**src/rtl/up_down_mon_pkg.sv**
```systemverilog
// Shared types for the up/down count monitor: FSM states and step classes.
// Also hosts small helpers used by both the classifier and the monitor top.
package up_down_mon_pkg;

  typedef enum logic [1:0] {
    ACQ  = 2'd0,
    SYNC = 2'd1,
    LOCK = 2'd2
  } state_e;

  typedef enum logic [1:0] {
    UP   = 2'd0,
    DN   = 2'd1,
    HOLD = 2'd2,
    ILL  = 2'd3
  } step_e;

  // A legal step that actually moves the count (+1 or -1).
  function automatic logic is_move(input step_e s);
    return (s == UP) || (s == DN);
  endfunction

endpackage : up_down_mon_pkg

```
**src/rtl/up_down_step_classify.sv**
```systemverilog
// Combinational step classifier: compares a new count sample against the
// previous reference, modulo 2^W, and flags legal wrap-around steps.
module up_down_step_classify
  import up_down_mon_pkg::*;
#(
  parameter int W = 4
) (
  input  logic [W-1:0] ref_val,
  input  logic [W-1:0] cnt_in,
  output step_e        step,
  output logic         wrap_up,
  output logic         wrap_dn
);

  localparam logic [W-1:0] ONE = W'(1);

  // Sums are held at W bits so the comparison wraps modulo 2^W.
  logic [W-1:0] ref_inc;
  logic [W-1:0] ref_dec;

  assign ref_inc = ref_val + ONE;
  assign ref_dec = ref_val - ONE;

  // NOTE: every output of a combinational block gets a default first, so no
  // path through the block can leave it unassigned and infer a latch.
  always_comb begin
    step = ILL;
    if (cnt_in == ref_val) begin
      step = HOLD;
    end else if (cnt_in == ref_inc) begin
      step = UP;
    end else if (cnt_in == ref_dec) begin
      step = DN;
    end
  end

  assign wrap_up = (step == UP) && (ref_val == '1);
  assign wrap_dn = (step == DN) && (ref_val == '0);

endmodule : up_down_step_classify

```
**src/rtl/up_down_count_monitor.sv**
```systemverilog
// Receive-side checker for an up/down counter stream: direction, lock, wraps.
// Optional hold-stall detector is built when HOLD_STALL_EN is defined.
module up_down_count_monitor
  import up_down_mon_pkg::*;
#(
  parameter int W         = 4,
  parameter int LOCK_LEN  = 3,
  parameter int WRAP_W    = 8,
  parameter int STALL_LIM = 8
) (
  input  logic              clk,
  input  logic              rst,
  input  logic [W-1:0]      cnt_in,
  input  logic              cnt_valid,
  input  logic              clr,
  output logic              dir_up,
  output logic              locked,
  output logic              dir_chg,
  output logic              step_err,
  output logic              err_sticky,
  output logic [WRAP_W-1:0] wrap_cnt
`ifdef HOLD_STALL_EN
  ,
  output logic              stall
`endif
);

  localparam int RUN_W = $clog2(LOCK_LEN + 1);
  localparam logic [RUN_W-1:0] RUN_ONE  = RUN_W'(1);
  localparam logic [RUN_W-1:0] RUN_LOCK = RUN_W'(LOCK_LEN);
  localparam logic [WRAP_W-1:0] WRAP_ONE = WRAP_W'(1);

  state_e             state_q, state_d;
  logic [W-1:0]       ref_q, ref_d;
  logic [RUN_W-1:0]   run_q, run_d;
  logic               dir_up_q, dir_up_d;
  logic               locked_q, locked_d;
  logic               dir_chg_q, dir_chg_d;
  logic               step_err_q, step_err_d;
  logic               err_sticky_q, err_sticky_d;
  logic [WRAP_W-1:0]  wrap_q, wrap_d;

  step_e              step;
  logic               wrap_up;
  logic               wrap_dn;
  logic               step_is_up;
  logic [RUN_W-1:0]   run_inc;

  up_down_step_classify #(
    .W (W)
  ) u_classify (
    .ref_val (ref_q),
    .cnt_in  (cnt_in),
    .step    (step),
    .wrap_up (wrap_up),
    .wrap_dn (wrap_dn)
  );

  assign step_is_up = (step == UP);
  assign run_inc    = run_q + RUN_ONE;

  always_comb begin
    state_d    = state_q;
    ref_d      = ref_q;
    run_d      = run_q;
    dir_up_d   = dir_up_q;
    dir_chg_d  = 1'b0;
    step_err_d = 1'b0;
    wrap_d     = wrap_q;

    if (cnt_valid) begin
      ref_d = cnt_in;
      unique case (state_q)
        ACQ: begin
          run_d   = '0;
          state_d = SYNC;
        end
        SYNC: begin
          if (is_move(step)) begin
            if ((run_q == '0) || (step_is_up == dir_up_q)) begin
              run_d    = run_inc;
              dir_up_d = step_is_up;
              if (run_inc == RUN_LOCK) state_d = LOCK;
            end else begin
              // A reversal before lock restarts the run in the new direction.
              run_d    = RUN_ONE;
              dir_up_d = step_is_up;
            end
          end else if (step == ILL) begin
            step_err_d = 1'b1;
            run_d      = '0;
          end
        end
        LOCK: begin
          if (is_move(step)) begin
            if (step_is_up != dir_up_q) begin
              dir_chg_d = 1'b1;
              dir_up_d  = step_is_up;
            end
          end else if (step == ILL) begin
            step_err_d = 1'b1;
            run_d      = '0;
            state_d    = SYNC;
          end
        end
        default: state_d = ACQ;
      endcase

      // Wrap flags are only raised on legal steps, so ILL never moves the count.
      if (state_q != ACQ) begin
        if (wrap_up) begin
          wrap_d = wrap_q + WRAP_ONE;
        end else if (wrap_dn) begin
          wrap_d = wrap_q - WRAP_ONE;
        end
      end
    end

    // A new error wins over a simultaneous clear.
    err_sticky_d = step_err_d | (err_sticky_q & ~clr);
    locked_d     = (state_d == LOCK);
  end

  // NOTE: sequential state uses non-blocking assignments so every flop samples
  // the values from before the edge, independent of statement order.
  always_ff @(posedge clk or posedge rst) begin
    if (rst) begin
      state_q      <= ACQ;
      ref_q        <= '0;
      run_q        <= '0;
      dir_up_q     <= 1'b0;
      locked_q     <= 1'b0;
      dir_chg_q    <= 1'b0;
      step_err_q   <= 1'b0;
      err_sticky_q <= 1'b0;
      wrap_q       <= '0;
    end else begin
      state_q      <= state_d;
      ref_q        <= ref_d;
      run_q        <= run_d;
      dir_up_q     <= dir_up_d;
      locked_q     <= locked_d;
      dir_chg_q    <= dir_chg_d;
      step_err_q   <= step_err_d;
      err_sticky_q <= err_sticky_d;
      wrap_q       <= wrap_d;
    end
  end

  assign dir_up     = dir_up_q;
  assign locked     = locked_q;
  assign dir_chg    = dir_chg_q;
  assign step_err   = step_err_q;
  assign err_sticky = err_sticky_q;
  assign wrap_cnt   = wrap_q;

`ifdef HOLD_STALL_EN
  localparam int HR_W = $clog2(STALL_LIM + 1);
  localparam logic [HR_W-1:0] HR_ONE = HR_W'(1);
  localparam logic [HR_W-1:0] HR_LIM = HR_W'(STALL_LIM);

  logic [HR_W-1:0] hold_run_q, hold_run_d;
  logic            stall_q, stall_d;
  logic [HR_W-1:0] hold_run_inc;

  assign hold_run_inc = hold_run_q + HR_ONE;

  // Count consecutive holds while locked; saturate at the limit.
  always_comb begin
    hold_run_d = hold_run_q;
    stall_d    = stall_q;
    if (cnt_valid) begin
      if ((state_q == LOCK) && (step == HOLD)) begin
        if (hold_run_q != HR_LIM) begin
          hold_run_d = hold_run_inc;
          if (hold_run_inc == HR_LIM) stall_d = 1'b1;
        end
      end else begin
        hold_run_d = '0;
        stall_d    = 1'b0;
      end
    end
  end

  always_ff @(posedge clk or posedge rst) begin
    if (rst) begin
      hold_run_q <= '0;
      stall_q    <= 1'b0;
    end else begin
      hold_run_q <= hold_run_d;
      stall_q    <= stall_d;
    end
  end

  assign stall = stall_q;
`endif

endmodule : up_down_count_monitor

```
**config.mk**
```make
export PLATFORM = sky130hd
export DESIGN_NAME = up_down_count_monitor
export DESIGN_NICKNAME = d
export VERILOG_FILES = /design/src/rtl/up_down_mon_pkg.sv /design/src/rtl/up_down_step_classify.sv /design/src/rtl/up_down_count_monitor.sv
export SDC_FILE = /design/constraint.sdc
export NUM_CORES = 1
export LEC_CHECK = 0
export BUFFER_PORTS_ARGS = -buffer_cell sky130_fd_sc_hd__buf_4
export CORE_MARGIN = 2
export CORE_UTILIZATION = 45
export DETAILED_ROUTE_END_ITERATION = 6
export PLACE_DENSITY = 0.76
export SYNTH_ARGS = -nofsm -noshare
export SYNTH_HDL_FRONTEND = slang
export SYNTH_SLANG_ARGS = --single-unit
```
**constraint.sdc**
```tcl
create_clock -name clk -period 3.8 [get_ports clk]
set_input_delay 0.76 -clock clk [delete_from_list [all_inputs] [get_ports clk]]
set_output_delay 0.76 -clock clk [all_outputs]
set_load 0.005 [all_outputs]
```
[Word level (Yosys, flattened, before mapping)]
Cells that the tools add are included.
Word-level totals
  register bits after elaboration: 21
  input bits: 8
  output and inout port bits: 13
  word-level logic and storage cells: 78
Operators by class
  add/subtract/negate cells: 5
  equal/unequal tests: 16
  muxes and demuxes: 29
  bitwise logic cells: 3
  reduce and logical (&&, ||, !) cells: 16
Operators with widths (count)
  $mux W2: 13
  $mux W8: 2
  $eq A4 B4 Y1: 3
  $pmux W2 S3: 2
  $mux W1: 11
  $add A8 B1 Y8 const B: 1
  $eq A2 B2 Y1 const B: 4
  $ne A2 B2 Y1 const B: 4
  $sub A8 B1 Y8 const B: 1
  $logic_not A2 Y1: 3
  $reduce_and A3 Y1: 2
  $reduce_bool A2 Y1: 3
  $reduce_and A5 Y1: 1
  $add A4 B1 Y4 const B: 1
  $eq A2 B1 Y1 const B: 2
  $eq A4 B4 Y1 const B: 1
  $logic_not A4 Y1: 1
  $sub A4 B1 Y4 const B: 1
  $reduce_bool A3 Y1: 1
  $add A2 B1 Y2 const B: 1
  $logic_and A1 B1 Y1: 2
  $logic_or A1 B1 Y1: 2
  $pmux W1 S2: 1
  $reduce_or A2 Y1: 1
  5 further kinds: 5

[Longest topological paths before layout]
  depth in word-level cells: 13
  mapped depth: 12
  gate-level depth less buffers: 12

[Hierarchy]
A second synthesis with hierarchy kept.
Second synthesis, totals
  cell total of the unflattened synthesis: 153
  area total of the unflattened synthesis: 1491.4 sq um
Modules (own cells, without submodules)
  up_down_count_monitor: instances 1, cells each 126, area an instance 1239.9 sq um, seq. area each 525.5 sq um
  up_down_step_classify: instances 1, cells each 27, area an instance 251.5 sq um, seq. area each 0.0 sq um

[Least setup slack after synthesis]
OpenSTA, ideal clock, no wires.
  kind: in2reg
  start: in cnt_in[3]
  end: reg wrap_q[6], in the netlist wrap_cnt[6]
  setup time: 0.125 ns
  arrival time: 2.930 ns
  data required time: 3.675 ns
  setup slack: 0.745 ns
  cell stages on the path: 10
  path buffers: 0
  path through: xnor2_2 -> xnor2_2 -> nand3_1 -> fa_1 -> a21o_1 -> a21oi_1 -> o21bai_1 -> a21oi_1 -> xnor2_1 -> mux2_2
Between the ends
  longest elaborated chain between the ends: 8
  elaborated cells on any way between the ends: 13
  classes of those cells: eq/ne: 4; mux: 4; reduce/logical: 5
RTL lines
  start: declaration: RTL line up_down_count_monitor.sv:13  | input logic [W-1:0] cnt_in,
  $eq A4 B4 Y1: RTL line up_down_step_classify.sv:32  | end else if (cnt_in == ref_dec) begin
  $mux W2: RTL line up_down_step_classify.sv:32
  $mux W2: RTL line up_down_step_classify.sv:30  | end else if (cnt_in == ref_inc) begin
  $mux W2 (*): RTL line up_down_step_classify.sv:28  | if (cnt_in == ref_val) begin
  $eq A2 B1 Y1 / $logic_not A2 Y1 (equally long branches): RTL line up_down_step_classify.sv:38, up_down_step_classify.sv:37
  $logic_and A1 B1 Y1 (on tied branches): RTL line up_down_step_classify.sv:38, up_down_step_classify.sv:37
  $reduce_bool A2 Y1 (no source line)
  $reduce_and A3 Y1 (no source line)
  end signal: assignment: RTL line up_down_count_monitor.sv:146  | wrap_q <= wrap_d;
  end: declaration: RTL line up_down_count_monitor.sv:41  | logic [WRAP_W-1:0] wrap_q, wrap_d;
Every way passes the cells marked *; elsewhere a longest branch is shown, timed or not.
A chain may end at the register's enable or synchronous reset.

[Worst setup path after layout]
  start: reg ref_q[0]
  end: reg wrap_q[6], in the netlist wrap_cnt[6]
Between the ends
  longest elaborated chain between the ends: 9
  elaborated cells on any way between the ends: 17
  classes of those cells: add/sub: 2; eq/ne: 5; mux: 4; reduce/logical: 6
RTL lines
  start: declaration: RTL line up_down_count_monitor.sv:34  | logic [W-1:0] ref_q, ref_d;
  start signal: assignment: RTL line up_down_count_monitor.sv:139  | ref_q <= ref_d;
  $sub A4 B1 Y4: RTL line up_down_step_classify.sv:22  | assign ref_dec = ref_val - ONE;
  $eq A4 B4 Y1: RTL line up_down_step_classify.sv:32
  $mux W2: RTL line up_down_step_classify.sv:32
  $mux W2: RTL line up_down_step_classify.sv:30
  $mux W2: RTL line up_down_step_classify.sv:28
  $eq A2 B1 Y1 / $logic_not A2 Y1 (equally long branches): RTL line up_down_step_classify.sv:38, up_down_step_classify.sv:37
  $logic_and A1 B1 Y1 (on tied branches): RTL line up_down_step_classify.sv:38, up_down_step_classify.sv:37
  $reduce_bool A2 Y1 (no source line)
  $reduce_and A3 Y1 (no source line)
Parallel ways exist; a longest one is shown, timed or not.

==> results.json <==
{
  "grt_pass1_wl_um": 5430,
  "area_delta_synth_final_pct": 14.1,
  "power_leakage_nw": 0.860,
  "path_max_fanout": 10,
  "holdPathEnd": "wrap_cnt[7]",
  "hpwl_um": 2400,
  "cp.arrival_ns": 3.50,
  "fin_nets": 201,
  "r2r_setup_slack_ns": 0.50,
  "core_mm2": 0.00334,
  "dieArea_mm2": 0.00395,
  "num_rows": 21,
  "drt_iter0_drc": 62,
  "drc": 0,
  "firstDrtPassIters": 4,
  "grt_pass1_vias": 1217,
  "worstMarginPinSlew_ns": 0.801,
  "post_cts_buffers": 0,
  "insertedDiodeCount": 0,
  "startpoint_type": "register",
  "synth_nets": 178,
  "crit_path_max_incr_delay_ns": 0.57,
  "p_per_area_mw_per_mm2": 611,
  "gp_congestion": 0.848,
  "synthFlopType": "dfrtp_1",
  "max_cap_violations": 0,
  "finalWirelength_um": 3010,
  "routedWlPerCell_um": 13.5,
  "crit_chain": "inv_1 > ha_1 > xor2_1 > nor2_1 > nand3_1 > fa_1 > a21o_1 > a21oi_1 > o21bai_1 > a21oi_1 > xnor2_1 > mux2_2",
  "max_freq_ghz": 0.303,
  "synthArstFlopShare_pct": 100,
  "hp-start": "wrap_cnt[7]",
  "vias": 1216,
  "grt_max_degree": 22,
  "cts_tree": "done",
  "finalHoldViolCount": 0,
  "setup_viol": 0,
  "cts_root_buffer": "clkbuf_4",
  "dp.cells": 219,
  "worst_slew_margin_rel_pct": 46.5,
  "ys_seq_area_share_pct": 33.7,
  "cp-end-kind": "register",
  "final_cells": 223,
  "synthCells": 155,
  "synth_cell_type_count": 46,
  "rsz0062_at_grt": "false",
  "synth_edf_count": 0,
  "tns_ns": 0,
  "post-route-period-util_pct": 86.8,
  "antenna_found_initial": 0,
  "clkTransAtPathRegs_ns": 0.12,
  "fin_crit_ns": 3.30,
  "htreeDepth": 1,
  "run_status": "finished clean",
  "r2r_start": "ref_q[0]",
  "ctsLongestPathBuffers": 2,
  "fin_ws_ns": 0.502,
  "clock_skew_ns": 0.00517,
  "place_ws_ns": 0.350,
  "grt_usage_pct": 17.2,
  "r2r_end": "wrap_cnt[6]",
  "insertion_delay_ns": 0.31,
  "start_util_pct": 46.7,
  "drtAntennaViolNets": 0,
  "worstSetupPathType": "register to register",
  "worstHoldPathCells": 1,
  "slew_viol_final": 0,
  "cpMostUsedCell": "a21oi_1",
  "slowest_stage": "fa_1",
  "cts_resized": 0,
  "hold_path_class": "register to register",
  "grt-ovfl-total": 0,
  "port_buffers": 20,
  "viasPerCell": 5.45,
  "ioPinCount": 21,
  "cts_hold_buf": 0,
  "die_x_um": 62.8,
  "die_h_um": 62.8,
  "numCtsBuffers": 3,
  "synth_area_mm2": 0.00156,
  "yosysWarnings": 0,
  "avgSynthCellArea_um2": 10.0,
  "ys_seq_elements": 21,
  "cts.sinks": 21,
  "power.ir.vdd_worst_mv": 0.217,
  "reg2reg_depth": 12,
  "critical_path_required_ns": 4.00,
  "drive_above_1_share_pct": 21.5
}
-- report_power, final --
group          leakage (nW)  switching (mW)  internal [mW]
Combinational         0.571           0.298          0.326
Sequential            0.271          0.0691          0.283
Clock                0.0177          0.0704         0.0393
-- worst max-delay path by stage --
stage	from	endpoint	slack (ns)	cells past startpoint
floorplan	cnt_in[3]	wrap_cnt[6]	0.75	10
global placement	cnt_in[3]	wrap_cnt[6]	0.46	11
detailed placement	cnt_in[3]	wrap_cnt[6]	0.35	11
CTS	ref_q[0]	wrap_cnt[6]	0.52	12
global route	ref_q[0]	wrap_cnt[6]	0.24	12
finish	ref_q[0]	wrap_cnt[6]	0.50	12
-- kinds of logic (layout without fill, tap and decap cells) --
group | Yosys count | after routing | share of synthesized area [%]
and+or+nand+nor | 43 | 43 | 14.6
AOI/OAI and AO/OA | 37 | 37 | 18.1
DFF | 21 | 21 | 33.7
xor gates and xnor gates | 17 | 17 | 11.9
adders and majority gates | 15 | 15 | 12.5
buffers and inverters | 15 | 37 | 4.10
muxes | 7 | 7 | 5.06
-- sequential cells by signal, summed over array words and instances, names as in the netlist --
signal      cells
wrap_cnt        8
ref_q           4
run_q           2
state_q         2
dir_chg         1
dir_up          1
err_sticky      1
locked          1
step_err        1
-- layout by cell type, fill, tap and decap left out, drive strengths merged, types with 3 or more instances in the layout --
| master | n |
|---|---|
| dfrtp | 21 |
| buf | 20 |
| ha | 14 |
| inv | 13 |
| nand2 | 12 |
| xnor2 | 12 |
| o21ai | 10 |
| nor2 | 8 |
| mux2 | 7 |
| a21oi | 5 |
| nand3 | 4 |
| nor3 | 4 |
| xor2 | 4 |
| a21o | 3 |
| nor2b | 3 |
| clkbuf | 3 |
-- layout make-up --
type	count	area, um^2
well taps	46	57.6
flip-flops and latches	21	526
multi-input cells	119	968
clock buffers	3	22.5
repair buffers	20	150
clock inverters	1	5.00
inverters	13	48.8
fillers	308	1560
-- through the flow --
stage               power [mW]  hold WS, ns  cell area [um^2]  util (%)
global route              1.18        0.525              1780      53.3
detailed placement       0.981        0.464              1750      52.5
global placement         0.947        0.462              1750      52.5
CTS                       1.09        0.486              1780      53.3
finish                    1.09        0.482              1780      53.3
floorplan                0.806        0.469              1560         -
-- critical path, delay by kind of cell (launching register included) --
| family | cells | cell delay (ns) |
|---|---|---|
| muxes | 1 | 0.26 |
| xor gates and xnor gates | 2 | 0.25 |
| DFF | 1 | 0.45 |
| buffers and inverters | 1 | 0.08 |
| adders and majority gates | 2 | 0.87 |
| AOI/OAI and AO/OA | 4 | 0.66 |
| and+or+nand+nor | 2 | 0.62 |
-- metal layers --
metal,track usage (%),part of all wire (%),up-vias
li1,-,-,598
met1,20.3,43,585
met2,30.5,51,27
met3,3.06,3.5,6
met4,7.22,2.3,0
met5,0,0,-
-- Yosys cell counts, types with 2 or more instances --
| master | number | area share [%] |
|---|---|---|
| o21ai_1 | 2 | 0.64 |
| mux2_2 | 7 | 5.1 |
| a31oi_1 | 2 | 0.80 |
| nor3_1 | 4 | 1.3 |
| nand2_1 | 12 | 2.9 |
| ha_1 | 14 | 11 |
| xnor2_2 | 2 | 2.1 |
| dfrtp_1 | 21 | 34 |
| o211ai_1 | 2 | 0.96 |
| and3b_1 | 2 | 1.1 |
| o21a_1 | 2 | 0.96 |
| inv_1 | 13 | 3.1 |
| xor2_1 | 3 | 1.7 |
| a21oi_1 | 4 | 1.3 |
| nor2b_1 | 3 | 1.2 |
| xnor2_1 | 10 | 5.6 |
| nand4_1 | 2 | 0.80 |
| a21o_1 | 3 | 1.4 |
| o21bai_1 | 2 | 0.96 |
| a211oi_1 | 2 | 0.96 |
| nand3_1 | 4 | 1.3 |
| o21ai_0 | 8 | 2.6 |
| nor2_1 | 8 | 1.9 |
(Power assumes the default switching activity.)
